[src/rtl/conv_pkg.sv]
// rtl/conv_pkg.sv - shared widths, output width derivation and FSM states for conv
package conv_pkg;

   localparam int DEF_KERNEL_SIZE       = 3;
   localparam int DEF_INPUT_TILE_SIZE   = 3;
   localparam int DEF_INPUT_DATA_WIDTH  = 8;
   localparam int DEF_KERNEL_DATA_WIDTH = 8;
   localparam int DEF_CHANNELS          = 3;

   typedef enum logic [1:0] {
      IDLE = 2'd0,
      LOAD = 2'd1,
      COMP = 2'd2,
      DONE = 2'd3
   } conv_state_e;

   // 8 bits of headroom keep C*K^2 <= 256 full-scale products from overflowing
   function automatic int out_width(input int di, input int dk);
      return di + dk + 8;
   endfunction

endpackage

[src/rtl/conv_mac.sv]
// rtl/conv_mac.sv - signed multiply with sign-extended wrapping accumulate
module conv_mac
   import conv_pkg::*;
#(
   parameter int DI = DEF_INPUT_DATA_WIDTH,
   parameter int DK = DEF_KERNEL_DATA_WIDTH,
   parameter int DO = out_width(DEF_INPUT_DATA_WIDTH, DEF_KERNEL_DATA_WIDTH)
) (
   input  logic                 clk,
   input  logic                 reset,
   input  logic                 en,
   input  logic                 clr,
   input  logic signed [DI-1:0] a,
   input  logic signed [DK-1:0] b,
   output logic signed [DO-1:0] sum
);

   logic signed [DO-1:0]    acc;
   logic signed [DI+DK-1:0] prod;

   assign prod = a * b;
   assign sum  = acc + {{(DO-DI-DK){prod[DI+DK-1]}}, prod};

   // sum already carries the current term, so clearing on the last term loses nothing
   always_ff @(posedge clk or negedge reset) begin
      if (!reset) begin
         acc <= '0;
      end else if (en) begin
         acc <= clr ? '0 : sum;
      end
   end

endmodule

[src/rtl/conv.sv]
// rtl/conv.sv - multi-channel valid 2D convolution over one tile with one MAC
module conv
   import conv_pkg::*;
#(
   parameter int KERNEL_SIZE       = DEF_KERNEL_SIZE,
   parameter int INPUT_TILE_SIZE   = DEF_INPUT_TILE_SIZE,
   parameter int INPUT_DATA_WIDTH  = DEF_INPUT_DATA_WIDTH,
   parameter int KERNEL_DATA_WIDTH = DEF_KERNEL_DATA_WIDTH,
   parameter int CHANNELS          = DEF_CHANNELS,
   localparam int OUTPUT_BIT_WIDTH = out_width(INPUT_DATA_WIDTH, KERNEL_DATA_WIDTH),
   localparam int OUTPUT_TILE_SIZE = INPUT_TILE_SIZE - KERNEL_SIZE + 1
) (
   input  logic clk,
   input  logic reset,
   input  logic [KERNEL_SIZE*KERNEL_SIZE*KERNEL_DATA_WIDTH*CHANNELS-1:0]         kernel,
   input  logic [INPUT_TILE_SIZE*INPUT_TILE_SIZE*INPUT_DATA_WIDTH*CHANNELS-1:0] inpData,
   output logic [OUTPUT_TILE_SIZE*OUTPUT_TILE_SIZE*OUTPUT_BIT_WIDTH-1:0]       outData,
   output logic finalCompute
);

   localparam int DI = INPUT_DATA_WIDTH;
   localparam int DK = KERNEL_DATA_WIDTH;
   localparam int DO = OUTPUT_BIT_WIDTH;
   localparam int M  = OUTPUT_TILE_SIZE;
   localparam int KW = KERNEL_SIZE*KERNEL_SIZE*DK*CHANNELS;
   localparam int IW = INPUT_TILE_SIZE*INPUT_TILE_SIZE*DI*CHANNELS;

   localparam logic [15:0] KM1 = 16'(KERNEL_SIZE - 1);
   localparam logic [15:0] CM1 = 16'(CHANNELS - 1);
   localparam logic [15:0] MM1 = 16'(M - 1);
   localparam logic [31:0] K32 = 32'(KERNEL_SIZE);
   localparam logic [31:0] N32 = 32'(INPUT_TILE_SIZE);
   localparam logic [31:0] M32 = 32'(M);

   conv_state_e state;
   logic [KW-1:0] kernel_q;
   logic [IW-1:0] inp_q;
   logic [15:0]   j, i, ch, ocol, orow;
   logic [31:0]   in_idx, k_idx, pix;
   logic signed [DI-1:0] a;
   logic signed [DK-1:0] b;
   logic signed [DO-1:0] sum;
   logic          mac_en, last_term, last_pix;
   logic [DO-1:0] out_q [M*M];

   always_comb begin
      in_idx    = (32'(ch)*N32 + 32'(orow) + 32'(i))*N32 + 32'(ocol) + 32'(j);
      k_idx     = (32'(ch)*K32 + 32'(i))*K32 + 32'(j);
      pix       = 32'(orow)*M32 + 32'(ocol);
      a         = DI'(inp_q >> (in_idx*DI));
      b         = DK'(kernel_q >> (k_idx*DK));
      mac_en    = (state == COMP);
      last_term = (j == KM1) && (i == KM1) && (ch == CM1);
      last_pix  = last_term && (ocol == MM1) && (orow == MM1);
   end

   conv_mac #(.DI(DI), .DK(DK), .DO(DO)) u_mac (
      .clk   (clk),
      .reset (reset),
      .en    (mac_en),
      .clr   (last_term),
      .a     (a),
      .b     (b),
      .sum   (sum)
   );

   always_ff @(posedge clk or negedge reset) begin
      if (!reset) begin
         state        <= IDLE;
         kernel_q     <= '0;
         inp_q        <= '0;
         j            <= '0;
         i            <= '0;
         ch           <= '0;
         ocol         <= '0;
         orow         <= '0;
         finalCompute <= 1'b0;
         for (int p = 0; p < M*M; p++) out_q[p] <= '0;
      end else begin
         case (state)
            // IDLE only persists through reset, so the first live edge is the load edge
            IDLE, LOAD: begin
               kernel_q <= kernel;
               inp_q    <= inpData;
               state    <= COMP;
            end
            COMP: begin
               if (last_term) begin
                  for (int p = 0; p < M*M; p++) begin
                     if (32'(p) == pix) out_q[p] <= sum;
                  end
               end
               if (last_pix) begin
                  state        <= DONE;
                  finalCompute <= 1'b1;
               end
               if (j != KM1) begin
                  j <= j + 16'd1;
               end else begin
                  j <= '0;
                  if (i != KM1) begin
                     i <= i + 16'd1;
                  end else begin
                     i <= '0;
                     if (ch != CM1) begin
                        ch <= ch + 16'd1;
                     end else begin
                        ch <= '0;
                        if (ocol != MM1) begin
                           ocol <= ocol + 16'd1;
                        end else begin
                           ocol <= '0;
                           if (orow != MM1) orow <= orow + 16'd1;
                           else             orow <= '0;
                        end
                     end
                  end
               end
            end
            default: state <= DONE;
         endcase
      end
   end

   for (genvar g = 0; g < M*M; g++) begin : g_out
      assign outData[g*DO +: DO] = out_q[g];
   end

endmodule

[config.mk]
export PLATFORM = sky130hd
export DESIGN_NAME = conv
export DESIGN_NICKNAME = d
export VERILOG_FILES = /design/src/rtl/conv_pkg.sv /design/src/rtl/conv_mac.sv /design/src/rtl/conv.sv
export SDC_FILE = /design/constraint.sdc
export NUM_CORES = 1
export LEC_CHECK = 0
export ABC_AREA = 1
export BUFFER_PORTS_ARGS = -buffer_cell sky130_fd_sc_hd__buf_2
export CAP_MARGIN = 25
export CORE_MARGIN = 2
export CORE_UTILIZATION = 45
export CTS_CLUSTER_DIAMETER = 50
export DETAILED_ROUTE_END_ITERATION = 7
export HOLD_SLACK_MARGIN = 0.1
export SLEW_MARGIN = 20
export SYNTH_ARGS = -nofsm -noshare
export SYNTH_HDL_FRONTEND = slang
export SYNTH_HIERARCHICAL = 1
export SYNTH_SLANG_ARGS = --single-unit
export TNS_END_PERCENT = 50
[constraint.sdc]
create_clock -name clk -period 19.4 [get_ports clk]
set_clock_uncertainty 0.15 [all_clocks]
set_input_delay 1.94 -clock clk [delete_from_list [all_inputs] [get_ports clk]]
set_output_delay 1.94 -clock clk [all_outputs]
set_load 0.005 [all_outputs]
=== Word level (Yosys, flattened, before mapping) ===
Index checks and enable logic that the tools add are counted.

* $add $sub $neg: 13
* Multiply operators: 4
* Eq/ne operators: 9
* Shift operators: 2
* Mux-type cells: 8
* Bitwise operators: 4
* Reductions and logical operators: 17

{| class="wikitable"
|+ Operators with widths
! operator !! number
|-
| $shr 216x25->8 || 1
|-
| $shr 216x27->8 || 1
|-
| $add 16x1->16 const B || 5
|-
| $mux 16 || 5
|-
| $eq 16x2->1 const B || 3
|-
| $ne 16x2->1 const B || 3
|-
| $add 18x16->19 || 2
|-
| $logic_not 16->1 || 2
|-
| $logic_not 32->1 || 1
|-
| $reduce_bool 16->1 || 2
|-
| $add 23x16->24 || 1
|-
| $add 24x24->24 || 1
|-
| $mux 24 || 1
|-
| $add 22x16->23 || 1
|-
| $add 21x16->22 || 1
|-
| $mul 20x2->22 const B || 1
|-
| $mul 19x2->21 const B || 1
|-
| $add 19x16->20 || 1
|-
| $mul 16x2->18 const B || 1
|-
| $add 16x16->17 || 1
|-
| $mul 8x8->16 || 1
|-
| $reduce_and 3->1 || 2
|-
| $reduce_and 5->1 || 1
|-
| $logic_and 1x1->1 || 4
|-
| 10 further kinds || 14
|}

* Flip-flop bits (word level): 563

=== Depth between registers and ports, before layout ===
Gate-level depths: netlist (run 1).

* Depth after elaboration: 10
* Mapped depth: 73
* Gate-level depth less buffers: 72

=== Modules after synthesis ===
The synthesis (run 1) kept the hierarchy.

{| class="wikitable"
|+ By module, submodules not included
! module !! times used !! cells an instance !! area an instance (um2) !! seq. area each (um2)
|-
| conv || 1 || 4440 || 32842.7 || 13487.9
|-
| conv_mac || 1 || 687 || 4914.7 || 600.6
|}

=== Least setup slack after synthesis (run 1) ===
OpenSTA, ideal clock, no wires.

* Path kind: register to register
* Start: register ch[0]
* End: register out_q (netlist bit outData[23])
* Setup time: 0.118 ns
* Arrival: 10.957 ns
* Setup slack: 8.175 ns
* Stages on the path, launching flop included: 59
* Path buffers: 1
* Cells stage by stage: dfrtp_1 ha_1 fa_1 nand3_1 o211ai_1 nand2_1 nand2_1 a21oi_1 xnor2_1 fa_1 ha_1 nand2_1 nor3_1 a21oi_1 o21ai_0 nand3_1 a31oi_1 xor2_1 (+23 left out) nand2_1 nor2_1 nand3_1 nand3_1 inv_1 nand2_1 nand2_1 inv_1 ha_1 a21oi_1 o21ai_0 a21oi_1 o21ai_0 nor2_1 nand3_1 and2_1 nand4_1 nand2_1

* Longest elaborated chain between the ends: 9
* Elaborated cells on any way between the ends: 16
* Classes of those cells: 7 x add/sub; 4 x mul; 1 x eq/ne; 2 x shift; 2 x reduce/logical

{| class="wikitable"
|+ Ends and longest elaborated chain
! element !! RTL line !! RTL
|-
| start, declared || conv.sv:38 || <nowiki>logic [15:0] j, i, ch, ocol, orow;</nowiki>
|-
| start signal, assigned || conv.sv:106 || <nowiki>ch <= ch + 16'd1;</nowiki>
|-
| $mul 16x2->18 || conv.sv:47 || <nowiki>in_idx = (32'(ch)*N32 + 32'(orow) + 32'(i))*N32 + 32'(ocol) + 32'(j);</nowiki>
|-
| $add 18x16->19 || conv.sv:47 ||
|-
| $add 19x16->20 || conv.sv:47 ||
|-
| $mul 20x2->22 || conv.sv:47 ||
|-
| $add 22x16->23 || conv.sv:47 ||
|-
| $add 23x16->24 || conv.sv:47 ||
|-
| $shr 216x27->8 || conv.sv:50 || <nowiki>a = DI'(inp_q >> (in_idx*DI));</nowiki>
|-
| named net a[7] || conv.sv:40 || <nowiki>logic signed [DI-1:0] a;</nowiki>
|-
| $mul 8x8->16 || conv_mac.sv:21 || <nowiki>assign prod = a * b;</nowiki>
|-
| $add 24x24->24 || conv_mac.sv:22 || <nowiki>assign sum = acc + {{(DO-DI-DK){prod[DI+DK-1]}}, prod};</nowiki>
|-
| named net sum[23] || conv.sv:42 || <nowiki>logic signed [DO-1:0] sum;</nowiki>
|-
| end signal, assigned by index || conv.sv:90 || <nowiki>if (32'(p) == pix) out_q[p] <= sum;</nowiki>
|-
| end, declared || conv.sv:44 || <nowiki>logic [DO-1:0] out_q [M*M];</nowiki>
|}

The timed path passes the listed nets, and every way through them passes these cells.
A chain may end at the register's enable or synchronous reset.

=== Final worst setup path (run 1) ===
Same ends and word-level chain as after synthesis.

==> results of run 1 <==
layout make-up:
| type | instances | area (um^2) | area share, % |
|---|---|---|---|
| Sequential cell | 563 | 14100 | 32.1 |
| Multi-Input combinational cell | 3890 | 21100 | 48.2 |
| Inverter | 468 | 1770 | 4.03 |
| Timing Repair Buffer | 494 | 2610 | 5.96 |
| Antenna cell | 19 | 47.5 | 0.108 |
| Clock buffer | 101 | 2220 | 5.07 |
| Tap cell | 1080 | 1350 | 3.08 |
| Clock inverter | 53 | 618 | 1.41 |
worst min-delay path, delay by kind of cell, from the launching register on:
| family | cells | cell delay (ns) |
|---|---|---|
| buffers and inverters | 1 | 0.04 |
| DFF | 1 | 0.34 |
| and+or+nand+nor | 1 | 0.05 |
logic make-up after synthesis:
kind of cell    after synthesis  synth area share [%]
other cells                   1               0.00993
compound gates              674                  10.3
buf+inv                     674                  6.85
xor+xnor                    127                  2.97
simple gates               2780                  29.9
flops                       563                  37.3
fa+ha+maj                   308                  12.7
metrics by stage:
step                util [%]  cells
floorplan                  -   5127
global placement        49.0   6491
detailed placement      49.1   6494
CTS                     52.5   6648
global route            52.6   6663
finish                  52.6   6668
final timing paths:
kind / to / slack, ns / cells past startpoint
worst min register to register: finalCompute$_DFFE_PN0P_ / 0.32 / 2
worst max register to register: outData[23]$_DFFE_PN0P_ / 6.22 / 57
worst max-delay path: outData[23]$_DFFE_PN0P_ / 6.22 / 57
worst min-delay path: finalCompute$_DFFE_PN0P_ / 0.32 / 2
min in group asynchronous: inp_q[56]$_DFFE_PN0N_ / 1.13 / 1
max in group asynchronous: state[1]$_DFFE_PN0P_ / 14.90 / 4
placed cells by master (no fill, tap or decap), types with 11 or more instances in the layout:
cell type and count:
buf_2 459, xor2_1 100, nand2_1 1983, clkinvlp_4 13, xnor2_1 26, o22ai_1 35
diode_2 19, nand3_1 169, nor4_1 20, inv_2 11, fa_1 123, dfrtp_1 562
a21oi_1 185, nor3_1 56, inv_1 449, nand3b_1 11, o221ai_1 65, clkinv_2 13
nand4_1 97, nor2_1 393, buf_4 31, a21o_1 12, o21ai_0 309, clkbuf_16 83
ha_1 182
sequential cells by signal (all words and copies together), names as in the netlist:
name and count:
i 16, j 16, ocol 16, outData 24
inp_q 216, finalCompute 1, state 2, kernel_q 216
ch 16, u_mac/acc 24, orow 16
layer usage:
metal	up-vias	part of all wire, %	global-route usage, %
li1	17200	-	-
met1	16700	44	38.4
met2	986	47	46.8
met3	230	5.6	4.38
met4	16	3.5	10.3
met5	-	0.090	0
==> impl_metrics.py, run 1 <==
metrics = {
    "clock_tree": {
        "cts_resized": 0,
        "cts_buffers": 83,
        "cts_setup_buffers": 0,
        "cts_tree": "built",
        "cts_buffer_depth": 3,
        "clkSinkCount": 563,
        "clk_pin_slew_ns": 0.05,
        "cts_root_buf": "clkbuf_16",
        "insertion_delay_ns": 0.66,
        "htreeDepth": 3,
        "hold_buffers": 0,
    },
    "critical_path": {
        "worstPathArrival_ns": 13.56,
        "required_ns": 19.79,
        "worstSetupEndpointType": "flip-flop",
        "crit_path_start_kind": "flip-flop",
        "startpoint": "ch[0]$_DFFE_PN0P_",
        "timing.critical_path.mode_cell": "nand2_1",
        "critical-path-top-delay-family": "adder cells",
        "path_buf_inv": 6,
        "critPathMaxFanout": 9,
        "slowest_delay_ns": 0.73,
        "critPathKind": "reg -> reg",
        "r2r-start": "ch[0]$_DFFE_PN0P_",
        "slowest_stage": "fa_1",
    },
    "route": {
        "drt_iter0_drc": 2519,
        "drt-wirelength-per-cell_um": 18.5,
        "via_count": 35200,
        "drt-total-wl_um": 123000,
        "vias_per_cell": 5.27,
        "drc": 0,
        "dr.pass1.iters": 5,
        "ant_nets": 0,
    },
    "timing": {
        "fmax_mhz": 75.9,
        "holdWs_ns": 0.316,
        "slew-limit-headroom_pct": 18.5,
        "fin_setup_tns_ns": 0,
        "worst_pin_slew_ns": 1.22,
        "min_period_ns": 13.18,
        "drv_slew": 0,
        "layout_setup_ws_ns": 6.22,
        "final_hold_viol_count": 0,
        "setup_violations": 0,
        "grt_setup_unrepaired": "no",
        "period_share_pct": 67.9,
    },
    "yosys": {
        "synth-main-ff-cell": "dfrtp_1",
        "syn_nets": 5869,
        "yosys-top-cells-area": "dfrtp_1 (37%), nand2_1 (20%), fa_1 (6.5%), ha_1 (6.1%), inv_1 (4.5%)",
        "async_flop_share_pct": 100,
        "yosys.area.top_type_share_pct": 37.3,
        "synthDistinctLibCells": 65,
        "synth_common_cells": "nand2_1 (1983), dfrtp_1 (563), inv_1 (451)",
        "seq_area_frac_synth_pct": 37.3,
        "avgSynthCellArea_um2": 7.36,
        "ys_ff_latch": 563,
        "synth_most_common_cell": "nand2_1",
        "synth_edf_count": 0,
        "synth_cells": 5127,
        "synth_warnings": 6,
        "yosysTopAreaCell": "dfrtp_1",
        "synth_area_um2": 37800,
    },
    "floorplan": {
        "fp.dieH_um": 294,
        "die_w_um": 294,
        "io_pins": 459,
        "start_util_pct": 45.3,
        "die_area_um2": 86200,
        "core_um2": 83400,
        "num_rows": 106,
    },
    "min_path": {
        "min_from": "finalCompute$_DFFE_PN0P_",
        "holdCritPathClass": "reg -> reg",
    },
    "grt": {
        "grt_pass1_wl_um": 194000,
        "overflow": 0,
        "grt_pass1_vias": 34400,
        "grt_usage_pct": 28.5,
        "antenna_found_initial": 30,
        "grt_max_degree": 234,
    },
    "place": {
        "io_buffers": 458,
        "post-place-ws_ns": 6.19,
        "place_congestion": 0.947,
        "placed_area_um2": 40900,
        "dp_hpwl_um": 91600,
    },
    "final_layout": {
        "area_growth_pct": 16.1,
        "layout-drive-gt1-share_pct": 12.5,
        "nNetsFinal": 6242,
        "fillers": 8255,
        "final_area_um2": 43900,
    },
    "status": {
        "status": "finished clean",
    },
    "run": {
        "cap_viol_max_count": 0,
    },
}
Power of run 1 is not shown: default switching activity piles up to over one toggle a cycle in this logic, so the estimate is an artifact.
==> inputs of run 2 (changes only) <==
--- a/config.mk
+++ b/config.mk
@@ -13,6 +13,7 @@
 export CTS_CLUSTER_DIAMETER = 50
 export DETAILED_ROUTE_END_ITERATION = 7
 export HOLD_SLACK_MARGIN = 0.1
+export PLACE_DENSITY = 0.67
 export SLEW_MARGIN = 20
 export SYNTH_ARGS = -nofsm -noshare
 export SYNTH_HDL_FRONTEND = slang
==> constraint.sdc (replaced) <==
create_clock -name clk -period 10.6 [get_ports clk]
set_clock_uncertainty 0.15 [all_clocks]
set_input_delay 1.06 -clock clk [delete_from_list [all_inputs] [get_ports clk]]
set_output_delay 1.06 -clock clk [all_outputs]
set_load 0.005 [all_outputs]
==> run 2 against run 1 <==
  * The run now ends with setup timing left
  * Core utilization up 4.9 points
  * Final cell count rose by 5.2%
  * Global-route usage is 0.082 points higher
  * Final area grew 9.4%
  * Sequential cell count unchanged
  * Fmax rose by 17%
  * Non-clock buffer count increased by 371
==> impl_metrics.py, run 2 (same netlist as run 1, synthesis figures left out) <==
metrics = {
    "floorplan": {
        "num_rows": 106,
        "die_area_um2": 86200,
        "io_pins": 459,
        "fp.dieH_um": 294,
        "die_w_um": 294,
        "core_um2": 83400,
        "start_util_pct": 45.3,
    },
    "route": {
        "vias_per_cell": 5.28,
        "ant_nets": 0,
        "maxUsedRoutingLayer": "met5",
        "drt-total-wl_um": 125000,
        "via_count": 37000,
        "wl_met1_um": 51600,
        "drt-wirelength-per-cell_um": 17.8,
        "wl_met3_um": 7730,
        "drt_iter0_drc": 2788,
        "drc": 0,
        "wl_met2_um": 59500,
        "dr.pass1.iters": 6,
    },
    "status": {
        "violations": "setup timing",
        "status": "complete, but fails checks",
    },
    "clock_tree": {
        "insertion_delay_ns": 0.64,
        "htreeDepth": 3,
        "clkSinkCount": 563,
        "cts_buffer_depth": 3,
        "clk_pin_slew_ns": 0.06,
        "cts_buffers": 80,
        "cts_root_buf": "clkbuf_16",
        "cts_tree": "built",
    },
    "grt": {
        "grt_usage_pct": 28.6,
        "grt_pass1_wl_um": 196000,
        "grt_pass1_vias": 36500,
        "grt_max_degree": 144,
        "antenna_found_initial": 9,
        "overflow": 0,
    },
    "critical_path": {
        "timing.critical_path.mode_cell": "nand2_1",
        "critPathMaxFanout": 8,
        "slowest_delay_ns": 0.59,
        "slowest_stage": "fa_2",
        "worstSetupEndpointType": "flip-flop",
        "path_buf_inv": 7,
        "crit_path_start_kind": "flip-flop",
        "worstPathArrival_ns": 11.62,
        "critical-path-top-delay-family": "adder cells",
        "required_ns": 10.98,
        "critPathKind": "reg -> reg",
    },
    "final_layout": {
        "layout-drive-gt1-share_pct": 22.0,
        "final_cells": 7018,
        "fin_util_pct": 57.5,
        "area_growth_pct": 27.1,
        "final_common_cell": "nand2_1",
        "layout_common_cells": "nand2_1 (1938), dfrtp_1 (558), buf_2 (457)",
        "nNetsFinal": 6611,
        "largest_registers": "inp_q: 216 flops, kernel_q: 216 flops",
    },
    "place": {
        "place_congestion": 0.917,
        "io_buffers": 458,
        "post-place-cells": 6838,
        "dp_hpwl_um": 92100,
    },
    "timing": {
        "period_share_pct": 106,
        "slew-limit-headroom_pct": 29.0,
        "fmax_mhz": 89.0,
        "layout_setup_ws_ns": -0.638,
        "grt_setup_unrepaired": "yes",
        "min_period_ns": 11.24,
        "setup_violations": 32,
        "worst_pin_slew_ns": 1.06,
        "holdWs_ns": 0.244,
        "final_hold_viol_count": 0,
        "drv_slew": 0,
    },
    "run": {
        "cap_viol_max_count": 0,
    },
    "min_path": {
        "holdCritPathClass": "in -> async",
    },
}
run 2: path summary, 6_finish.rpt:
kind,from,end,slack [ns],depth (start not counted)
min in group clk,kernel_q[115]$_DFFE_PN0N_,kernel_q[115]$_DFFE_PN0N_,0.32,2
setup / recovery,ch[1]$_DFFE_PN0P_,outData[23]$_DFFE_PN0P_,-0.64,61
max in group asynchronous,reset,ch[3]$_DFFE_PN0P_,8.00,3
setup reg to reg,ch[1]$_DFFE_PN0P_,outData[23]$_DFFE_PN0P_,-0.64,61
hold reg to reg,kernel_q[115]$_DFFE_PN0N_,kernel_q[115]$_DFFE_PN0N_,0.32,2
hold / removal,reset,inp_q[34]$_DFFE_PN0N_,0.24,1
run 2: cell type report:
| type | count | area (um^2) |
|---|---|---|
| well taps | 1080 | 1350 |
| diodes | 7 | 17.5 |
| repair buffers | 865 | 5590 |
| clock buffers | 92 | 2140 |
| inverters | 468 | 1780 |
| flip-flops and latches | 563 | 14100 |
| multi-input cells | 3890 | 22500 |
| fillers | 7732 | 35400 |
| clock inverters | 52 | 505 |
| repair inverters | 1 | 6.26 |
run 2: repair_timing:
action,in CTS,in global routing
pin swaps,32,48
endpoints found under the setup margin,34,38
hold endpoints to repair,0,0
cloned,1,0
resized for setup,80,164
hold buffers,0,0
setup buffers,7,20
run 2: stage by stage:
step	TNS [ns]	setup slack (ns)	area (um^2)
after floorplan	-0.0544	-0.0544	38100
after global placement	-15.75	-0.665	44000
after detailed placement	-22.75	-0.903	44000
after CTS	-12.57	-0.590	47000
after global routing	-34.52	-1.27	48000
final	-13.70	-0.638	48000
run 2: metal layers:
metal / GRT usage, % / up-vias
li1: - / 18000
met1: 36.5 / 17600
met2: 47.8 / 1220
met3: 4.32 / 293
met4: 13.7 / 12
met5: 0 / -
Power of run 2 is left out for the same reason.
